[src/rtl/edge_sync_pkg.sv]
// -----------------------------------------------------------------------------
// edge_sync_pkg
// Shared types for the multi-channel edge synchroniser.
//   edge_mode_t  : per-channel edge selection (off / rise / fall / both)
//   filt_state_t : per-channel stability-filter state
// Helpers decode whether a mode enables rising or falling events.
// -----------------------------------------------------------------------------
package edge_sync_pkg;

  typedef enum logic [1:0] {
    EDGE_OFF  = 2'b00,
    EDGE_RISE = 2'b01,
    EDGE_FALL = 2'b10,
    EDGE_BOTH = 2'b11
  } edge_mode_t;

  typedef enum logic [1:0] {
    LOW       = 2'b00,
    QUAL_HIGH = 2'b01,
    HIGH      = 2'b10,
    QUAL_LOW  = 2'b11
  } filt_state_t;

  function automatic logic rise_enabled(input edge_mode_t m);
    return (m == EDGE_RISE) || (m == EDGE_BOTH);
  endfunction

  function automatic logic fall_enabled(input edge_mode_t m);
    return (m == EDGE_FALL) || (m == EDGE_BOTH);
  endfunction

endpackage

[src/rtl/edge_sync_channel.sv]
// -----------------------------------------------------------------------------
// edge_sync_channel
// One channel of the edge synchroniser: synchroniser chain, stability filter
// (FSM + counter), edge event generation and sticky pending/overflow flags.
// Ports:
//   clk        : block clock
//   clr        : asynchronous active-high reset
//   async_i    : raw asynchronous input
//   mode_i     : edge mode (00 off, 01 rise, 10 fall, 11 both)
//   ack_i      : pending clear, sampled on clk
//   level_o    : filtered, synchronised level
//   pulse_o    : one-cycle event strobe
//   pending_o  : sticky event flag
//   overflow_o : sticky missed-event flag
// -----------------------------------------------------------------------------
module edge_sync_channel
  import edge_sync_pkg::*;
#(
  parameter int SYNC_STAGES = 2,
  parameter int FILTER      = 1
) (
  input  logic       clk,
  input  logic       clr,
  input  logic       async_i,
  input  logic [1:0] mode_i,
  input  logic       ack_i,
  output logic       level_o,
  output logic       pulse_o,
  output logic       pending_o,
  output logic       overflow_o
);

  localparam int CNT_W = $clog2(FILTER + 1);
  localparam logic [CNT_W-1:0] CNT_LAST = CNT_W'(FILTER - 1);

  logic [SYNC_STAGES-1:0] sync_q;
  filt_state_t            state_q, state_d;
  logic [CNT_W-1:0]       cnt_q, cnt_d;
  logic                   pulse_q, pulse_d;
  logic                   pending_q, pending_d;
  logic                   overflow_q, overflow_d;

  logic       synced;
  logic       acc_rise, acc_fall;
  edge_mode_t mode;

  assign synced = sync_q[SYNC_STAGES-1];
  assign mode   = edge_mode_t'(mode_i);

  // Synchroniser chain: bit 0 captures the raw input.
  always_ff @(posedge clk or posedge clr) begin
    if (clr) begin
      sync_q <= '0;
    end else begin
      sync_q <= {sync_q[SYNC_STAGES-2:0], async_i};
    end
  end

  // Filter FSM. The filtered level is implied by the state: HIGH and
  // QUAL_LOW mean the accepted level is 1. The counter holds how many
  // consecutive cycles the synced level has already disagreed; the cycle
  // on which it reaches FILTER-1 and still disagrees is the acceptance.
  // With FILTER=1 CNT_LAST is 0, so LOW/HIGH accept directly and the
  // QUAL states are never entered.
  always_comb begin
    state_d  = state_q;
    cnt_d    = cnt_q;
    acc_rise = 1'b0;
    acc_fall = 1'b0;
    case (state_q)
      LOW, QUAL_HIGH: begin
        if (!synced) begin
          state_d = LOW;
          cnt_d   = '0;
        end else if (cnt_q == CNT_LAST) begin
          state_d  = HIGH;
          cnt_d    = '0;
          acc_rise = 1'b1;
        end else begin
          state_d = QUAL_HIGH;
          cnt_d   = cnt_q + CNT_W'(1);
        end
      end
      HIGH, QUAL_LOW: begin
        if (synced) begin
          state_d = HIGH;
          cnt_d   = '0;
        end else if (cnt_q == CNT_LAST) begin
          state_d  = LOW;
          cnt_d    = '0;
          acc_fall = 1'b1;
        end else begin
          state_d = QUAL_LOW;
          cnt_d   = cnt_q + CNT_W'(1);
        end
      end
      default: begin
        state_d = LOW;
        cnt_d   = '0;
      end
    endcase
  end

  // Event and sticky flags. A coincident event and ack leaves pending set
  // (the new event replaces the acknowledged one) and overflow untouched.
  always_comb begin
    pulse_d    = (acc_rise && rise_enabled(mode)) || (acc_fall && fall_enabled(mode));
    pending_d  = pending_q;
    overflow_d = overflow_q;
    if (pulse_d) begin
      pending_d = 1'b1;
      if (pending_q && !ack_i) begin
        overflow_d = 1'b1;
      end
    end else if (ack_i) begin
      pending_d  = 1'b0;
      overflow_d = 1'b0;
    end
  end

  always_ff @(posedge clk or posedge clr) begin
    if (clr) begin
      state_q    <= LOW;
      cnt_q      <= '0;
      pulse_q    <= 1'b0;
      pending_q  <= 1'b0;
      overflow_q <= 1'b0;
    end else begin
      state_q    <= state_d;
      cnt_q      <= cnt_d;
      pulse_q    <= pulse_d;
      pending_q  <= pending_d;
      overflow_q <= overflow_d;
    end
  end

  assign level_o    = (state_q == HIGH) || (state_q == QUAL_LOW);
  assign pulse_o    = pulse_q;
  assign pending_o  = pending_q;
  assign overflow_o = overflow_q;

endmodule

[src/rtl/multi_edge_sync.sv]
// -----------------------------------------------------------------------------
// multi_edge_sync
// Multi-channel edge synchroniser and event latch. Each of CH asynchronous
// inputs is synchronised, stability-filtered and edge-detected independently.
// Ports:
//   clk         : block clock
//   clr         : asynchronous active-high reset
//   async_in    : raw asynchronous inputs [CH]
//   mode        : per-channel edge mode, bits [2i+1:2i] for channel i
//   ack         : per-channel pending clear [CH]
//   level_out   : filtered synchronised levels [CH]
//   pulse_out   : one-cycle event strobes [CH]
//   pending     : sticky event flags [CH]
//   overflow    : sticky missed-event flags [CH]
//   any_pending : OR of pending
// -----------------------------------------------------------------------------
module multi_edge_sync #(
  parameter int CH          = 4,
  parameter int SYNC_STAGES = 2,
  parameter int FILTER      = 1
) (
  input  logic            clk,
  input  logic            clr,
  input  logic [CH-1:0]   async_in,
  input  logic [2*CH-1:0] mode,
  input  logic [CH-1:0]   ack,
  output logic [CH-1:0]   level_out,
  output logic [CH-1:0]   pulse_out,
  output logic [CH-1:0]   pending,
  output logic [CH-1:0]   overflow,
  output logic            any_pending
);

  generate
    for (genvar gi = 0; gi < CH; gi++) begin : g_ch
      edge_sync_channel #(
        .SYNC_STAGES (SYNC_STAGES),
        .FILTER      (FILTER)
      ) u_ch (
        .clk        (clk),
        .clr        (clr),
        .async_i    (async_in[gi]),
        .mode_i     (mode[2*gi+1:2*gi]),
        .ack_i      (ack[gi]),
        .level_o    (level_out[gi]),
        .pulse_o    (pulse_out[gi]),
        .pending_o  (pending[gi]),
        .overflow_o (overflow[gi])
      );
    end
  endgenerate

  assign any_pending = |pending;

endmodule

[config.mk]
export PLATFORM = sky130hd
export DESIGN_NAME = multi_edge_sync
export DESIGN_NICKNAME = d
export VERILOG_FILES = /design/src/rtl/edge_sync_pkg.sv /design/src/rtl/edge_sync_channel.sv /design/src/rtl/multi_edge_sync.sv
export SDC_FILE = /design/constraint.sdc
export NUM_CORES = 1
export LEC_CHECK = 0
export ABC_AREA = 1
export BUFFER_PORTS_ARGS = -buffer_cell sky130_fd_sc_hd__buf_2
export CORE_MARGIN = 2
export CORE_UTILIZATION = 52
export CTS_CLUSTER_DIAMETER = 40
export DETAILED_ROUTE_END_ITERATION = 8
export GPL_TIMING_DRIVEN = 0
export PLACE_DENSITY = 0.82
export SYNTH_ARGS = -nofsm -noshare
export SYNTH_HDL_FRONTEND = slang
export SYNTH_SLANG_ARGS = --single-unit
[constraint.sdc]
create_clock -name clk -period 1.7 [get_ports clk]
set_input_delay 0.085 -clock clk [delete_from_list [all_inputs] [get_ports clk]]
set_output_delay 0.085 -clock clk [all_outputs]
set_load 0.02 [all_outputs]
==> results.md, run 1 <==
* VDD IR max at 0.614 mV
* Hpwl dp at 1260 µm
* CTS Buffer Depth at 2
* Core Area at 1900 µm²
* Type of the worst min-delay path: input port to register
* CTS buffer count at 3
* Port Buffers at 34
* Top post-synthesis cells by count: 24 x dfrtp_1, 21 x inv_1, 21 x nand2_1
* Unrepaired setup endpoints after global routing: no
* Slew Limit Headroom at 0.440
* Fillers at 156
* First-pass GRT wire length at between 2000 and 3000 µm
* Io pins at 35
* CTS root buf: clkbuf_4
* Syn nets at 118
* Status: completed
* Worst skew pair latency at around 310 ps
* Min Tclk post-route at around 1100 ps
* Cells after Synth at 100
* Arrival time of the worst setup path at 1050 ps
* Routed length per instance at 9.21 µm
* Nets at 162
* Post-CTS setup buffer count at 0
* Pwr dens at 847 nW/µm²
* Maximum clock rate at approximately 880 MHz
* Detailed Routing Iterations Pass 1 at 3
* Clock-pin slew on the worst setup and hold paths at 120 ps
* GPL Wtd Cong at 0.718
* Leak at approximately 0.8 nW
* Die Span Y at around 48 µm
* Top_reg_cell synth: dfrtp_1
* Area grow syn2layout at 28.3%
* Post-synth cell types at 7
* Async SR Flop Fraction at 1.00
* Crit Path Category: register to primary output
* Skew final at 2.10 ps
* CTS H-tree lvls at 1
* Ys Warns at 0
* Clk sinks at 24
* Vias at ~730
* Cell taking the most area after synthesis: dfrtp_1
* Final setup viols at 0
* CTS tree: yes
* Max-Cap Viols at 0
* Setup TNS Final at 0 ps
* Die W at 48.4 µm
* Starting DRT DRC Count at 5
* Max Slew Vio Count at 0
* Worst-margin pin slew at 838 ps
* Final Cycle Share at 0.666
* Initial antenna violation count at 0
* Final Hold Violating Endpoints at 0
* Avg Cell Area, Syn at 10.3 µm²
* FF+latch count, synth at 24
* Dominant cells by area after synthesis: dfrtp_1 59%, nand3_2 12%, buf_4 12%
* Vias in the first global route at about 700
* # diodes at 0
* Initial Util at 0.539
* ANT nets after route at 0
* Most common cell in the netlist: dfrtp_1
* Post-synth top area share at 0.585
* Post-layout util at 0.692
* Post-CTS sizing at 0
* Post-synth EDFFs at 0
* CP Capture Type: primary output
* Grt ovf at 0
* Site row count at 16
* CP startpoint kind: register
* Critical Path RT at between 1500 and 2000 ps
* Die area at 2340 µm²
* Residual DRC count at 0
* Vias/cell at 4.29
* All-Layer GR Usage at 0.150
* Worst-path fanout max at 3
* Layout cell share with drive strength beyond 1 at 0.462
* Mapped Area at around 1000 µm²
* Largest net degree at the start of global routing at 25
* Routed wire length at approximately 1600 µm
* Seq/Total Area, Yosys at 0.585
-- metal layers --
layer | global-route usage | wire [µm] | vias to the layer above | share of wire
met5 | 0 | 0 | - | 0
met4 | 0.0857 | 33 | 0 | 0.021
met3 | 0.0278 | 88 | 4 | 0.056
met2 | 0.271 | 848 | 23 | 0.54
met1 | 0.165 | 596 | 332 | 0.38
li1 | - | - | 370 | -
-- layout make-up --
cell class	instances	area, µm²	area share
clock buffer	4	36.3	0.0276
buffer	16	120	0.0913
inverter	21	78.8	0.0599
sequential	24	601	0.456
tap	27	33.8	0.0257
timing repair buffer	39	220	0.167
multi-input combinational	39	226	0.172
-- registers in the layout, summed over array words and instances, names as in the netlist --
signal                count
g_ch.u_ch.pulse_o         4
g_ch.u_ch.pending_o       4
g_ch.u_ch.state_q         4
g_ch.u_ch.overflow_o      4
g_ch.u_ch.sync_q          8
-- cell usage in the layout (no fill, tap or decap), drive strengths merged --
| cell | Yosys | routed |
|---|---|---|
| nand3 | 16 | 16 |
| dfrtp | 24 | 24 |
| nor2 | 2 | 2 |
| buf | 16 | 50 |
| dlygate4sd3 | 0 | 5 |
| nand2 | 21 | 21 |
| inv | 21 | 21 |
| clkbuf | 0 | 4 |
-- cells by family after synthesis --
logic type / synth area share
AND/OR/NAND/NOR: 0.221
buffers and inverters: 0.194
flip-flops: 0.585
-- power by group --
group	switching [W]	internal (W)
combinational	0.000103	0.0000936
sequential	0.0000240	0.000606
clock	0.000156	0.000131
total	0.000284	0.000831
-- final timing paths --
check / from / end / slack (ps) / cells past startpoint
max: g_ch[1].u_ch.pending_o / any_pending / 570 / 3
max in group asynchronous: clr / g_ch[3].u_ch.pulse_o / 710 / 3
min: mode[2] / g_ch[1].u_ch.pulse_o / 40 / 3
min reg2reg: g_ch[3].u_ch.sync_q[0] / g_ch[3].u_ch.sync_q[1] / 360 / 0
max reg2reg: g_ch[1].u_ch.sync_q[1] / g_ch[1].u_ch.overflow_o / 880 / 5
min in group asynchronous: clr / g_ch[2].u_ch.sync_q[0] / 480 / 3
-- stage by stage --
step           hold WS, ps  power [W]  area, µm²  cells  worst slack (ps)
4_1_cts               23.5    0.00113       1320    170               543
2_1_floorplan         99.6   0.000769       1030    100               973
3_5_place_dp           195   0.000833       1230    161               838
6_report              35.7    0.00111       1320    170               568
3_3_place_gp           193   0.000825       1230    161               829
5_1_grt               32.5    0.00117       1320    170               468
-- what timing repair did --
| item | CTS | global route |
|---|---|---|
| hold endpoints to repair | 28 | 0 |
| endpoints found under the setup margin | 0 | 0 |
| hold buffers | 5 | 0 |
-- critical path, cell delays in order (launching register included) --
cell     delay, ps
dfrtp_1        420
nor2_1         120
nand2_1         50
buf_2          150
(Power assumes the default switching activity.)
==> run 2, diff against run 1 <==
Settings changed: CORE_UTILIZATION 52 to 43, PLACE_DENSITY 0.82 to 0.73.
Clock period 1.7 ns to 1 ns, I/O delays scaled along.
==> results.md, run 2 (synthesis results as in run 1) <==
* CTS Buffer Depth at 2
* Die area at 2790 µm²
* Leak at about 0.84 nW
* Largest Register: g_ch.u_ch.sync_q
* CTS H-tree lvls at 1
* CTS root buf: clkbuf_4
* Clock-pin slew on the worst setup and hold paths at roughly 120 ps
* Fillers at about 200
* Cell Count Post-Placement at 162
* Post-Layout Cell Count at 169
* Unrepaired setup endpoints after global routing: yes
* Maximum clock rate at 919 MHz
* Vias/cell at between 4 and 5
* CP Cell Sequence: nor2_1 -> nand2_1 -> buf_6
* Die W at ~53 µm
* GPL Wtd Cong at ~0.68
* Overall power at 0.00216 W
* Skew final at 2.09 ps
* Core Area at 2230 µm²
* CP delay by family, top: flip-flops
* Detailed Routing Iterations Pass 1 at 2
* Die Span Y at 52.8 µm
* Commonest cells after routing, fill and taps aside: 24 x dfrtp_1, 20 x inv_1, 20 x nand2_1, 20 x buf_6, 17 x buf_2
* WHS at -91.8 ps
* Min Tclk post-route at 1090 ps
* Largest net degree at the start of global routing at 25
* Routed length per instance at 10.0 µm
* Final Hold Violating Endpoints at 24
* Vias at around 730
* Nets at 160
* Type of the worst min-delay path: input port to asynchronous set/reset pin
* Max Slew Vio Count at 0
* All-Layer GR Usage at 0.141
* Buf+Inv Stages, Crit Path at 1
* Initial antenna violation count at 0
* Clk sinks at 24
* Residual DRC count at 0
* CP Capture Type: primary output
* Area grow syn2layout at 40.0%
* CTS hold repair buffers at 4
* CP startpoint kind: register
* VDD IR max at 1.02 mV
* Slew Limit Headroom at 0.431
* Io pins at 35
* Max reg flops at 8
* Routed wire length at 1700 µm
* Failing checks: negative hold slack, negative setup slack
* Worst-margin pin slew at 853 ps
* Worst-path fanout max at 3
* Pwr dens at 1510 nW/µm²
* Site row count at 17
* Port Buffers at 34
* Starting DRT DRC Count at 1
* Max-Cap Viols at 0
* Grt ovf at 0
* Hpwl dp at 1260 µm
* Critical Path RT at 950 ps
* Crit Path Category: register to primary output
* Final Cycle Share at 1.09
* CP max stage delay at 430 ps
* Vias in the first global route at 753
* First-pass GRT wire length at 2830 µm
* Layout cell share with drive strength beyond 1 at 0.475
* ANT nets after route at 0
* Initial Util at 0.459
* Crit path max-delay cell type: dfrtp_1
* Final WS setup at -87.7 ps
* CTS buffer count at 3
* Arrival time of the worst setup path at ~1000 ps
* Most common cell after layout, fill and taps aside: dfrtp_1
* Worst skew pair latency at 300 ps
* # diodes at 0
* CTS tree: yes
* Final setup viols at 5
* Status: complete, but fails checks
run 2: area by class of cell:
cell class                 count  area [µm²]  area share
timing repair buffer          49         399       0.278
clock inverter                 1        30.0      0.0209
inverter                      21        78.8      0.0549
sequential                    24         601       0.418
clock buffer                   3        22.5      0.0157
tap                           28        35.0      0.0244
multi-input combinational     39         229       0.159
buffer                         4        41.3      0.0287
run 2: routing by layer:
layer | part of all wire | up-vias | global-route usage
li1 | - | 366 | -
met1 | 0.40 | 338 | 0.157
met2 | 0.54 | 20 | 0.263
met3 | 0.051 | 2 | 0.0286
met4 | 0.0094 | 0 | 0.0513
met5 | 0 | - | 0
run 2: what timing repair did:
action                                 4_1_cts  5_1_grt
buffers inserted                             9        2
gates resized for setup                     36        3
setup endpoints to repair                   17       10
pin swaps                                    2        1
endpoints found under the hold margin       28       24
run 2: where the power goes:
part,leakage (nW),switching [W],internal [W]
Clock,0.0279,0.000263,0.000405
Sequential,0.296,0.0000446,0.00103
Combinational,0.519,0.000190,0.000230
Total,0.843,0.000498,0.00167
run 2: path summary, 6_finish.rpt:
kind                                      endpoint                   start  cells past startpoint  slack [ps]
min in group clk              g_ch[0].u_ch.pulse_o                 mode[1]                      3          10
min reg2reg                 g_ch[0].u_ch.sync_q[1]  g_ch[0].u_ch.sync_q[0]                      0         360
min                           g_ch[2].u_ch.pulse_o                     clr                      2         -90
max                                    any_pending  g_ch[3].u_ch.pending_o                      3         -90
max in group asynchronous     g_ch[3].u_ch.pulse_o                     clr                      2         570
max reg2reg                g_ch[0].u_ch.overflow_o  g_ch[0].u_ch.pending_o                      6          40
run 2: metrics by stage:
| stage | instance area (µm²) | setup slack [ps] | hold slack [ps] | util | setup TNS, ps |
|---|---|---|---|---|---|
| final | 1440 | -87.7 | -91.8 | 0.643 | -166 |
| after global routing | 1440 | -149 | -32.4 | 0.643 | -493 |
| after floorplan | 1030 | 273 | 64.6 | - | 0 |
| after detailed placement | 1230 | 143 | 160 | 0.551 | 0 |
| after CTS | 1440 | -97.4 | -63.6 | 0.644 | -241 |
| after global placement | 1230 | 161 | 157 | 0.551 | 0 |
==> run 3, diff against run 2 <==
Settings changed: REMOVE_ABC_BUFFERS from default to 1.
==> results.md, run 3 (synthesis results as in run 1) <==
* GRT Max-Usage Layer: met2
* Final Hold Violating Endpoints at 24
* First-pass GRT wire length at 2670 µm
* Design area at 1300 µm²
* Failing checks: negative hold slack, negative setup slack
* Crit Path Category: register to primary output
* Sequential Area at 601 µm²
* Max-Cap Viols at 0
* Multi-input gate area at about 230 µm²
* Routed length per instance at roughly 10 µm
* Final Cycle Share at 1.07
* Detailed Routing Iterations Pass 1 at 4
* Type of the worst min-delay path: input port to asynchronous set/reset pin
* Slew Limit Headroom at 0.424
* CTS H-tree lvls at 1
* Routed wire length at 1680 µm
* Clk pwr share at 0.327
* Clock-pin slew on the worst setup and hold paths at 130 ps
* Commonest cells after routing, fill and taps aside: 28 x buf_2, 24 x dfrtp_1, 21 x inv_1, 21 x nand2_1, 12 x nand3_2
* M2 GR Usage at 0.242
* Initial Util at 0.459
* Clk sinks at 24
* Residual DRC count at 0
* GR Layer Usage met1 at 0.148
* Starting DRT DRC Count at 2
* Sw frac at 0.238
* Net Switching at 0.000497 W
* CP max stage delay at 410 ps
* CTS buffer count at 3
* Unrepaired setup endpoints after global routing: yes
* Area grow syn2layout at 27.1%
* Critical Path RT at 950 ps
* Reg-to-Reg End: g_ch[3].u_ch.overflow_o
* Io pins at 35
* Worst-path fanout max at 2
* CTS root buf: clkbuf_4
* Most common cell after layout, fill and taps aside: buf_2
* Core Area at 2230 µm²
* Vias at 687
* Worst-margin pin slew at 863 ps
* Pwr dens at approximately 1600 nW/µm²
* Status: complete, but fails checks
* Die W at 52.8 µm
* Skew final at roughly 5.1 ps
* Comb power frac at 0.161
* Hpwl dp at 1230 µm
* CTS Buffer Depth at 2
* Port Buffers at 34
* Vias/cell at 4.27
* CP Capture Type: primary output
* Arrival time of the worst setup path at 1020 ps
* GPL Wtd Cong at between 0.6 and 0.7
* Reg-to-reg slack, setup at 120 ps
* R2R cell count at 5
* Final setup viols at 4
* Crit path max-delay cell type: dfrtp_1
* Grt ovf at 0
* Final WS setup at -74.7 ps
* Layout cell share with drive strength beyond 1 at 0.414
* Largest Register: g_ch.u_ch.sync_q
* Nets at ~150
* RR Startpoint: g_ch[3].u_ch.pending_o
* Largest net degree at the start of global routing at 25
* All-Layer GR Usage at 0.135
* Vias in the first global route at approximately 680
* Min Tclk post-route at 1070 ps
* VDD IR max at between 0.9 and 1 mV
* Maximum clock rate at 930 MHz
* CTS tree: yes
* Dpl cell area at 1110 µm²
* GR Util met3 at 0.0257
* CP startpoint kind: register
* # diodes at 0
* ANT nets after route at 0
* Leak at between 0.7 and 0.8 nW
* WHS at -104 ps
* CP Cell Sequence: nor2_2 -> nand2_1 -> buf_6
* Initial antenna violation count at 0
* Die Span Y at approximately 53 µm
* Setup TNS Final at -172 ps
* Fillers at roughly 200
* Internal power at 0.00159 W
* Max Slew Vio Count at 0
* Die area at ~2800 µm²
* Max reg flops at 8
* Post-layout util at 0.584
* Flop pwr share at 0.511
* Site row count at 17
* Worst skew pair latency at 310 ps
[run 3: cell count changes in the layout (fill, tap and decap cells not counted)]
cell | previous run | this run
buf_2 | 17 | 28
buf_4 | 12 | 4
buf_6 | 20 | 6
dlygate4sd3_1 | 4 | 7
inv_1 | 20 | 21
inv_2 | 1 | 0
nand2_1 | 20 | 21
nand2_2 | 1 | 0
nor2_1 | 2 | 1
nor2_2 | 0 | 1
[run 3: metrics by stage]
stage	power, W	hold slack (ps)	setup WS (ps)	instances
2_1_floorplan	0.00124	64.6	131	84
3_3_place_gp	0.00134	158	148	146
3_5_place_dp	0.00135	160	147	146
4_1_cts	0.00209	-74.1	-88.5	157
5_1_grt	0.00221	-48.5	-164	161
6_report	0.00209	-104	-74.7	161
[run 3: what timing repair did]
item	in CTS	in global routing
setup endpoints to repair	1	6
hold buffers	5	2
pin swaps	1	0
hold endpoints to repair	29	25
resized for setup	6	7
setup buffers	2	2
[run 3: layout make-up]
class                           count  share of cell area
Clock buffer                        3              0.0173
Clock inverter                      1              0.0230
Inverter                           21              0.0605
Multi-Input combinational cell     39               0.176
Sequential cell                    24               0.461
Tap cell                           28              0.0269
Timing Repair Buffer               45               0.236
[run 3: critical path: cells and delay by family, from the launching register on]
kind / cells / cell delay [ps]
simple gates: 2 / 180
flops: 1 / 410
buf+inv: 1 / 130
[run 3: worst max path at each step]
| stage | from | endpoint | depth (start not counted) |
|---|---|---|---|
| 2_1_floorplan | g_ch[0].u_ch.state_q[1] | g_ch[0].u_ch.overflow_o | 5 |
| 3_3_place_gp | clr | g_ch[1].u_ch.pulse_o | 2 |
| 3_5_place_dp | clr | g_ch[1].u_ch.state_q[1] | 2 |
| 4_1_cts | g_ch[3].u_ch.pending_o | any_pending | 3 |
| 5_1_grt | g_ch[3].u_ch.pending_o | any_pending | 3 |
| 6_report | g_ch[3].u_ch.pending_o | any_pending | 3 |
[run 3: power by group through the flow]
stage / logic, W / registers [W] / clock network, W
after floorplan: 0.000101 / 0.00114 / 0
after CTS: 0.000314 / 0.00107 / 0.000703
final: 0.000338 / 0.00107 / 0.000685
after global placement: 0.000257 / 0.00109 / 0
after global routing: 0.000373 / 0.00108 / 0.000760
after detailed placement: 0.000263 / 0.00109 / 0
[run 3: layer usage]
| metal | vias to the layer above | part of all wire |
|---|---|---|
| met5 | - | 0 |
| li1 | 349 | - |
| met1 | 313 | 0.38 |
| met3 | 4 | 0.054 |
| met2 | 21 | 0.55 |
| met4 | 0 | 0.015 |
